===== config.mk =====
export PLATFORM = sky130hd
export DESIGN_NAME = sub_seq_param
export DESIGN_NICKNAME = d
export VERILOG_FILES = /design/src/rtl/sub_seq_param.sv
export SDC_FILE = /design/constraint.sdc
export NUM_CORES = 1
export LEC_CHECK = 0
export BUFFER_PORTS_ARGS = -buffer_cell sky130_fd_sc_hd__buf_2
export CAP_MARGIN = 10
export CORE_MARGIN = 1.5
export CORE_UTILIZATION = 56
export DETAILED_ROUTE_END_ITERATION = 12
export GPL_TIMING_DRIVEN = 0
export PLACE_DENSITY = 0.91
export SETUP_SLACK_MARGIN = 0.02
export SYNTH_ARGS = -nofsm -noshare
export SYNTH_HDL_FRONTEND = slang
export SYNTH_SLANG_ARGS = --single-unit

===== constraint.sdc =====
create_clock -name i_clk -period 3.5 [get_ports i_clk]
set_clock_uncertainty 0.2 [all_clocks]
set_input_delay 0.35 -clock i_clk [delete_from_list [all_inputs] [get_ports i_clk]]
set_output_delay 0.35 -clock i_clk [all_outputs]
set_load 0.02 [all_outputs]

===== src/rtl/sub_seq_param.sv =====
// Digit-serial subtractor: {o_b, o_d} = i_a - i_b - i_bin, BW_DIGIT bits per clock, LSB slice first.
// Optional macro SUB_SEQ_OVF_EN adds o_ovf, the signed overflow of the subtraction.
module sub_seq_param #(
  parameter int BW_DATA  = 8,
  parameter int BW_DIGIT = 2
) (
  input  logic               i_clk,
  input  logic               i_rst,
  input  logic [BW_DATA-1:0] i_a,
  input  logic [BW_DATA-1:0] i_b,
  input  logic               i_bin,
  input  logic               i_valid,
  output logic               o_ready,
  output logic [BW_DATA-1:0] o_d,
  output logic               o_b,
  output logic               o_valid,
  input  logic               i_ready
`ifdef SUB_SEQ_OVF_EN
  ,
  output logic               o_ovf
`endif
);

  localparam int NUM_DIGIT = BW_DATA / BW_DIGIT;
  localparam int CNT_W     = (NUM_DIGIT > 1) ? $clog2(NUM_DIGIT) : 1;

  localparam logic [CNT_W-1:0] CNT_ZERO = CNT_W'(0);
  localparam logic [CNT_W-1:0] CNT_ONE  = CNT_W'(1);
  localparam logic [CNT_W-1:0] CNT_LAST = CNT_W'(NUM_DIGIT - 1);

  localparam logic [1:0] ST_IDLE = 2'd0;
  localparam logic [1:0] ST_CALC = 2'd1;
  localparam logic [1:0] ST_DONE = 2'd2;

  // One slice: zero-extended subtract, top bit is the borrow out.
  function automatic logic [BW_DIGIT:0] sub_slice(
    input logic [BW_DIGIT-1:0] a,
    input logic [BW_DIGIT-1:0] b,
    input logic                bin
  );
    sub_slice = {1'b0, a} - {1'b0, b} - {{BW_DIGIT{1'b0}}, bin};
  endfunction

  logic [1:0]          r_state;
  logic [BW_DATA-1:0]  r_a;
  logic [BW_DATA-1:0]  r_b;
  logic                r_bc;
  logic [CNT_W-1:0]    r_cnt;
  logic [BW_DATA-1:0]  r_d;
  logic                r_bout;
  logic                r_ready;
  logic                r_valid;

  logic [BW_DIGIT:0]   w_slice;
  logic [BW_DIGIT-1:0] w_d;
  logic                w_bout;
  logic [BW_DATA-1:0]  w_a_next;

  assign w_slice = sub_slice(r_a[BW_DIGIT-1:0], r_b[BW_DIGIT-1:0], r_bc);
  assign w_d     = w_slice[BW_DIGIT-1:0];
  assign w_bout  = w_slice[BW_DIGIT];

  // r_a doubles as the difference accumulator: consumed slices leave at the
  // bottom while result slices enter at the top, so after NUM_DIGIT steps it holds o_d.
  generate
    if (NUM_DIGIT > 1) begin : g_multi
      assign w_a_next = {w_d, r_a[BW_DATA-1:BW_DIGIT]};
    end else begin : g_single
      assign w_a_next = w_d;
    end
  endgenerate

`ifdef SUB_SEQ_OVF_EN
  logic r_ovf;
  logic w_ovf;
  // Valid only on the last step, where the low slice of r_a/r_b holds the operand MSBs.
  assign w_ovf = (r_a[BW_DIGIT-1] ^ r_b[BW_DIGIT-1]) & (r_a[BW_DIGIT-1] ^ w_d[BW_DIGIT-1]);
  assign o_ovf = r_ovf;
`endif

  // Handshake FSM and slice-serial datapath.
  always_ff @(posedge i_clk) begin
    if (i_rst) begin
      r_state <= ST_IDLE;
      r_a     <= {BW_DATA{1'b0}};
      r_b     <= {BW_DATA{1'b0}};
      r_bc    <= 1'b0;
      r_cnt   <= CNT_ZERO;
      r_d     <= {BW_DATA{1'b0}};
      r_bout  <= 1'b0;
      r_ready <= 1'b1;
      r_valid <= 1'b0;
`ifdef SUB_SEQ_OVF_EN
      r_ovf   <= 1'b0;
`endif
    end else begin
      case (r_state)
        ST_IDLE: begin
          if (i_valid && r_ready) begin
            r_a     <= i_a;
            r_b     <= i_b;
            r_bc    <= i_bin;
            r_cnt   <= CNT_ZERO;
            r_ready <= 1'b0;
            r_state <= ST_CALC;
          end
        end
        ST_CALC: begin
          r_a  <= w_a_next;
          r_b  <= r_b >> BW_DIGIT;
          r_bc <= w_bout;
          if (r_cnt == CNT_LAST) begin
            r_d     <= w_a_next;
            r_bout  <= w_bout;
`ifdef SUB_SEQ_OVF_EN
            r_ovf   <= w_ovf;
`endif
            r_cnt   <= CNT_ZERO;
            r_valid <= 1'b1;
            r_state <= ST_DONE;
          end else begin
            r_cnt <= r_cnt + CNT_ONE;
          end
        end
        ST_DONE: begin
          if (i_ready) begin
            r_valid <= 1'b0;
            r_ready <= 1'b1;
            r_state <= ST_IDLE;
          end
        end
        default: begin
          r_valid <= 1'b0;
          r_ready <= 1'b1;
          r_state <= ST_IDLE;
        end
      endcase
    end
  end

  assign o_ready = r_ready;
  assign o_valid = r_valid;
  assign o_d     = r_d;
  assign o_b     = r_bout;

endmodule

==> flow_metrics.py <==
metrics = {
    "outcome": {
        "status": "finished clean",
    },
    "pwr": {
        "power_mw": 0.867,
        "clock_power_share_pct": 36.7,
        "switching_power_mw": 0.226,
        "internal_power_mw": 0.641,
        "pwr-share-seq_pct": 47.0,
        "ir_drop_uv": 540,
        "power.density_nw_per_um2": 504,
        "combPwrFrac_pct": 16.3,
        "p_leak_nw": 0.731,
        "p_sw_share_pct": 26.0,
    },
    "worst_setup_path": {
        "critPathLaunchType": "register",
        "reg2reg_slack_ns": 0.93,
        "endpoint_kind": "register",
        "path_class": "register to register",
        "cpPeakStageDelay_ns": 0.53,
        "cp_data_required_time_ns": 3.56,
        "cp_max_fo": 2,
        "r2r_start": "r_b[0]",
        "worst_r2r_path_depth": 9,
        "r2r-end": "r_bc",
        "cp_slowest_cell": "fa_1",
        "arrival_ns": 2.64,
        "path_cells": "inv_1 > fa_1 > inv_1 > ha_1 > or2_2 > fa_1 > nor3b_1 > a21oi_1 > a211oi_1",
    },
    "synthesis": {
        "netlist_instances": 172,
        "syn_nets": 198,
        "ys_types": 29,
        "synth_commonest_cells": "44 x nand2_1, 32 x dfxtp_1, 30 x a21oi_1, 13 x a311oi_1, 6 x inv_1",
        "ys_async_sr_fraction_pct": 0,
        "ys_warn_count": 0,
        "yosysMostFrequentCell": "nand2_1",
        "synth-main-ff-cell": "dfxtp_1",
        "yosysTopAreaCell": "dfxtp_1",
        "avgSynthCellArea_sq_um": 8.33,
        "ys_ff_latch": 32,
        "syn_area_sq_um": 1430,
        "yosys-top-cells-area": "dfxtp_1 45%, nand2_1 12%, a21oi_1 10%, a311oi_1 7.9%, fa_1 2.8%",
        "synth_top_area_share_pct": 44.7,
        "seq_area_frac_synth_pct": 44.7,
        "synth-edff-count": 0,
    },
    "route": {
        "drtPass1Iterations": 4,
        "finalWirelength_microns": 3200,
        "drtAntennaViolNets": 0,
        "wire_per_inst_microns": 13.3,
        "num_vias": 1371,
        "via_per_inst": 5.69,
        "drt_iter0_drc": 35,
        "drc": 0,
    },
    "place": {
        "dpl_cell_area_sq_um": 1630,
        "gp_congestion": 0.839,
        "dpl.hpwl_microns": 2350,
        "dpl.cell_count": 233,
        "io_buffers": 31,
        "post-place-ws_ns": 0.952,
    },
    "cells_and_area": {
        "layout-drive-gt1-share_pct": 23.7,
        "antenna_cells": 0,
        "stdcell_count": 241,
        "layout.nets": 236,
        "filler_cell_count": 221,
        "post-route-cell-area_sq_um": 1720,
        "syn2layout_area_growth_pct": 20.1,
    },
    "sta": {
        "fin_ws_ns": 0.928,
        "max_freq_ghz": 0.389,
        "slew_viol_final": 0,
        "setup_tns_ns": 0,
        "rsz0062_at_grt": "no",
        "setup_viol_count_final": 0,
        "hold_viol": 0,
        "worst_pin_slew_ns": 0.465,
        "slew_headroom_pct": 69.0,
        "fin_crit_sh_pct": 73.5,
        "period_needed_ns": 2.57,
    },
    "global_route": {
        "grt_max_degree": 11,
        "overflow": 0,
        "antenna_found_initial": 0,
        "grt_pass1_wl_microns": 5180,
        "grt_pass1_vias": 1209,
        "track_usage_pct": 25.8,
    },
    "clock_tree": {
        "postCtsSetupBuffers": 0,
        "cts_buffers": 5,
        "root_buffer": "clkbuf_4",
        "clkLatencyLatePin_ns": 0.34,
        "hold_buffers": 0,
        "cts_sinks": 32,
        "cts_max_path_buffers": 2,
        "h-tree-depth": 2,
        "postCtsResizedCells": 0,
        "path_clk_slew_ns": 0.10,
        "cts_tree": "done",
    },
    "worst_hold_path": {
        "worstHoldStart": "i_rst",
        "hold_end": "r_b[1]",
        "min_path_type": "input port to register",
        "hold_depth": 2,
    },
    "die": {
        "die-area_sq_um": 2870,
        "die_x_microns": 53.6,
        "dieHeight_microns": 53.6,
        "core_sq_um": 2450,
        "ioPinCount": 32,
        "rows": 18,
        "start_util_pct": 58.4,
    },
    "flow_run": {
        "cap_violations": 0,
    },
}
-- cell type report --
| cell class | count | area [sq um] | area share [%] |
|---|---|---|---|
| Buffer | 11 | 57.6 | 3.35 |
| Clock buffer | 7 | 65.1 | 3.78 |
| Clock inverter | 1 | 30.0 | 1.75 |
| Inverter | 6 | 22.5 | 1.31 |
| Multi-Input combinational cell | 123 | 712 | 41.4 |
| Sequential cell | 32 | 641 | 37.2 |
| Tap cell | 30 | 37.5 | 2.18 |
| Timing Repair Buffer | 31 | 155 | 9.02 |
-- flip-flops by register name, indices dropped and copies added (netlist names) --
register and cells:
r_b 8, r_bc 1, r_a 8, o_valid 1, o_d 8, o_b 1, o_ready 1, r_cnt 2
r_state 2
-- per-layer routing --
layer	up-vias	GRT usage (%)	part of all wire, %
met3	6	9.17	5.7
met5	-	0	0
met4	0	11.5	1.6
met1	641	28.9	43
met2	43	43.8	50
li1	681	-	-
-- power groups by stage --
stage,combinational [mW],clock (mW),sequential (mW)
after floorplan,0.101,0,0.412
after global placement,0.136,0,0.415
after detailed placement,0.140,0,0.416
after CTS,0.141,0.322,0.407
after global routing,0.158,0.339,0.411
final,0.141,0.318,0.408
-- through the flow --
stage	hold WS [ns]	utilization, %
6_report	0.0451	70.1
5_1_grt	0.0404	70.1
3_3_place_gp	0.240	66.2
2_1_floorplan	0.222	-
4_1_cts	0.0310	70.1
3_5_place_dp	0.246	66.2
-- worst max-delay path: cells and delay by family (launching register included) --
| kind | cells | cell delay [ns] |
|---|---|---|
| compound gates | 2 | 0.27 |
| fa+ha+maj | 3 | 1.08 |
| buf+inv | 2 | 0.12 |
| flops | 1 | 0.35 |
| simple gates | 2 | 0.49 |
-- cells in the final DEF, fill, tap and decap left out, types with 2 or more instances in the layout --
| cell type | Yosys | layout |
|---|---|---|
| a211oi_1 | 2 | 2 |
| a21oi_1 | 30 | 30 |
| a311oi_1 | 13 | 13 |
| buf_2 | 4 | 35 |
| buf_4 | 3 | 3 |
| clkbuf_1 | 4 | 4 |
| clkbuf_4 | 0 | 5 |
| clkbuf_8 | 0 | 2 |
| dfxtp_1 | 32 | 32 |
| fa_1 | 2 | 2 |
| ha_1 | 3 | 3 |
| inv_1 | 6 | 6 |
| nand2_1 | 44 | 44 |
| nor2_1 | 5 | 5 |
| nor3b_1 | 3 | 3 |
| o21ai_0 | 5 | 5 |
| or3_1 | 2 | 2 |
-- logic make-up (layout without fill, tap and decap cells) --
kind of cell               count (synthesis)  in the layout  share of synthesized area (%)
buffers and inverters                     17             56                           5.59
muxes                                      1              1                          0.699
xor gates and xnor gates                   1              1                          0.611
and+or+nand+nor                           63             63                           20.1
DFF                                       32             32                           44.7
AOI/OAI and AO/OA                         53             53                           22.9
adders and majority gates                  5              5                           5.42
-- worst max path at each step --
stage	from	end	slack [ns]	depth (start not counted)
after CTS	r_b[0]	r_bc	0.92	9
final	r_b[0]	r_bc	0.93	9
after floorplan	r_b[0]	r_bc	1.08	9
after global placement	r_b[0]	r_bc	0.97	9
after global routing	r_b[0]	r_bc	0.79	9
after detailed placement	r_b[0]	r_bc	0.95	9
(Power assumes the default switching activity.)
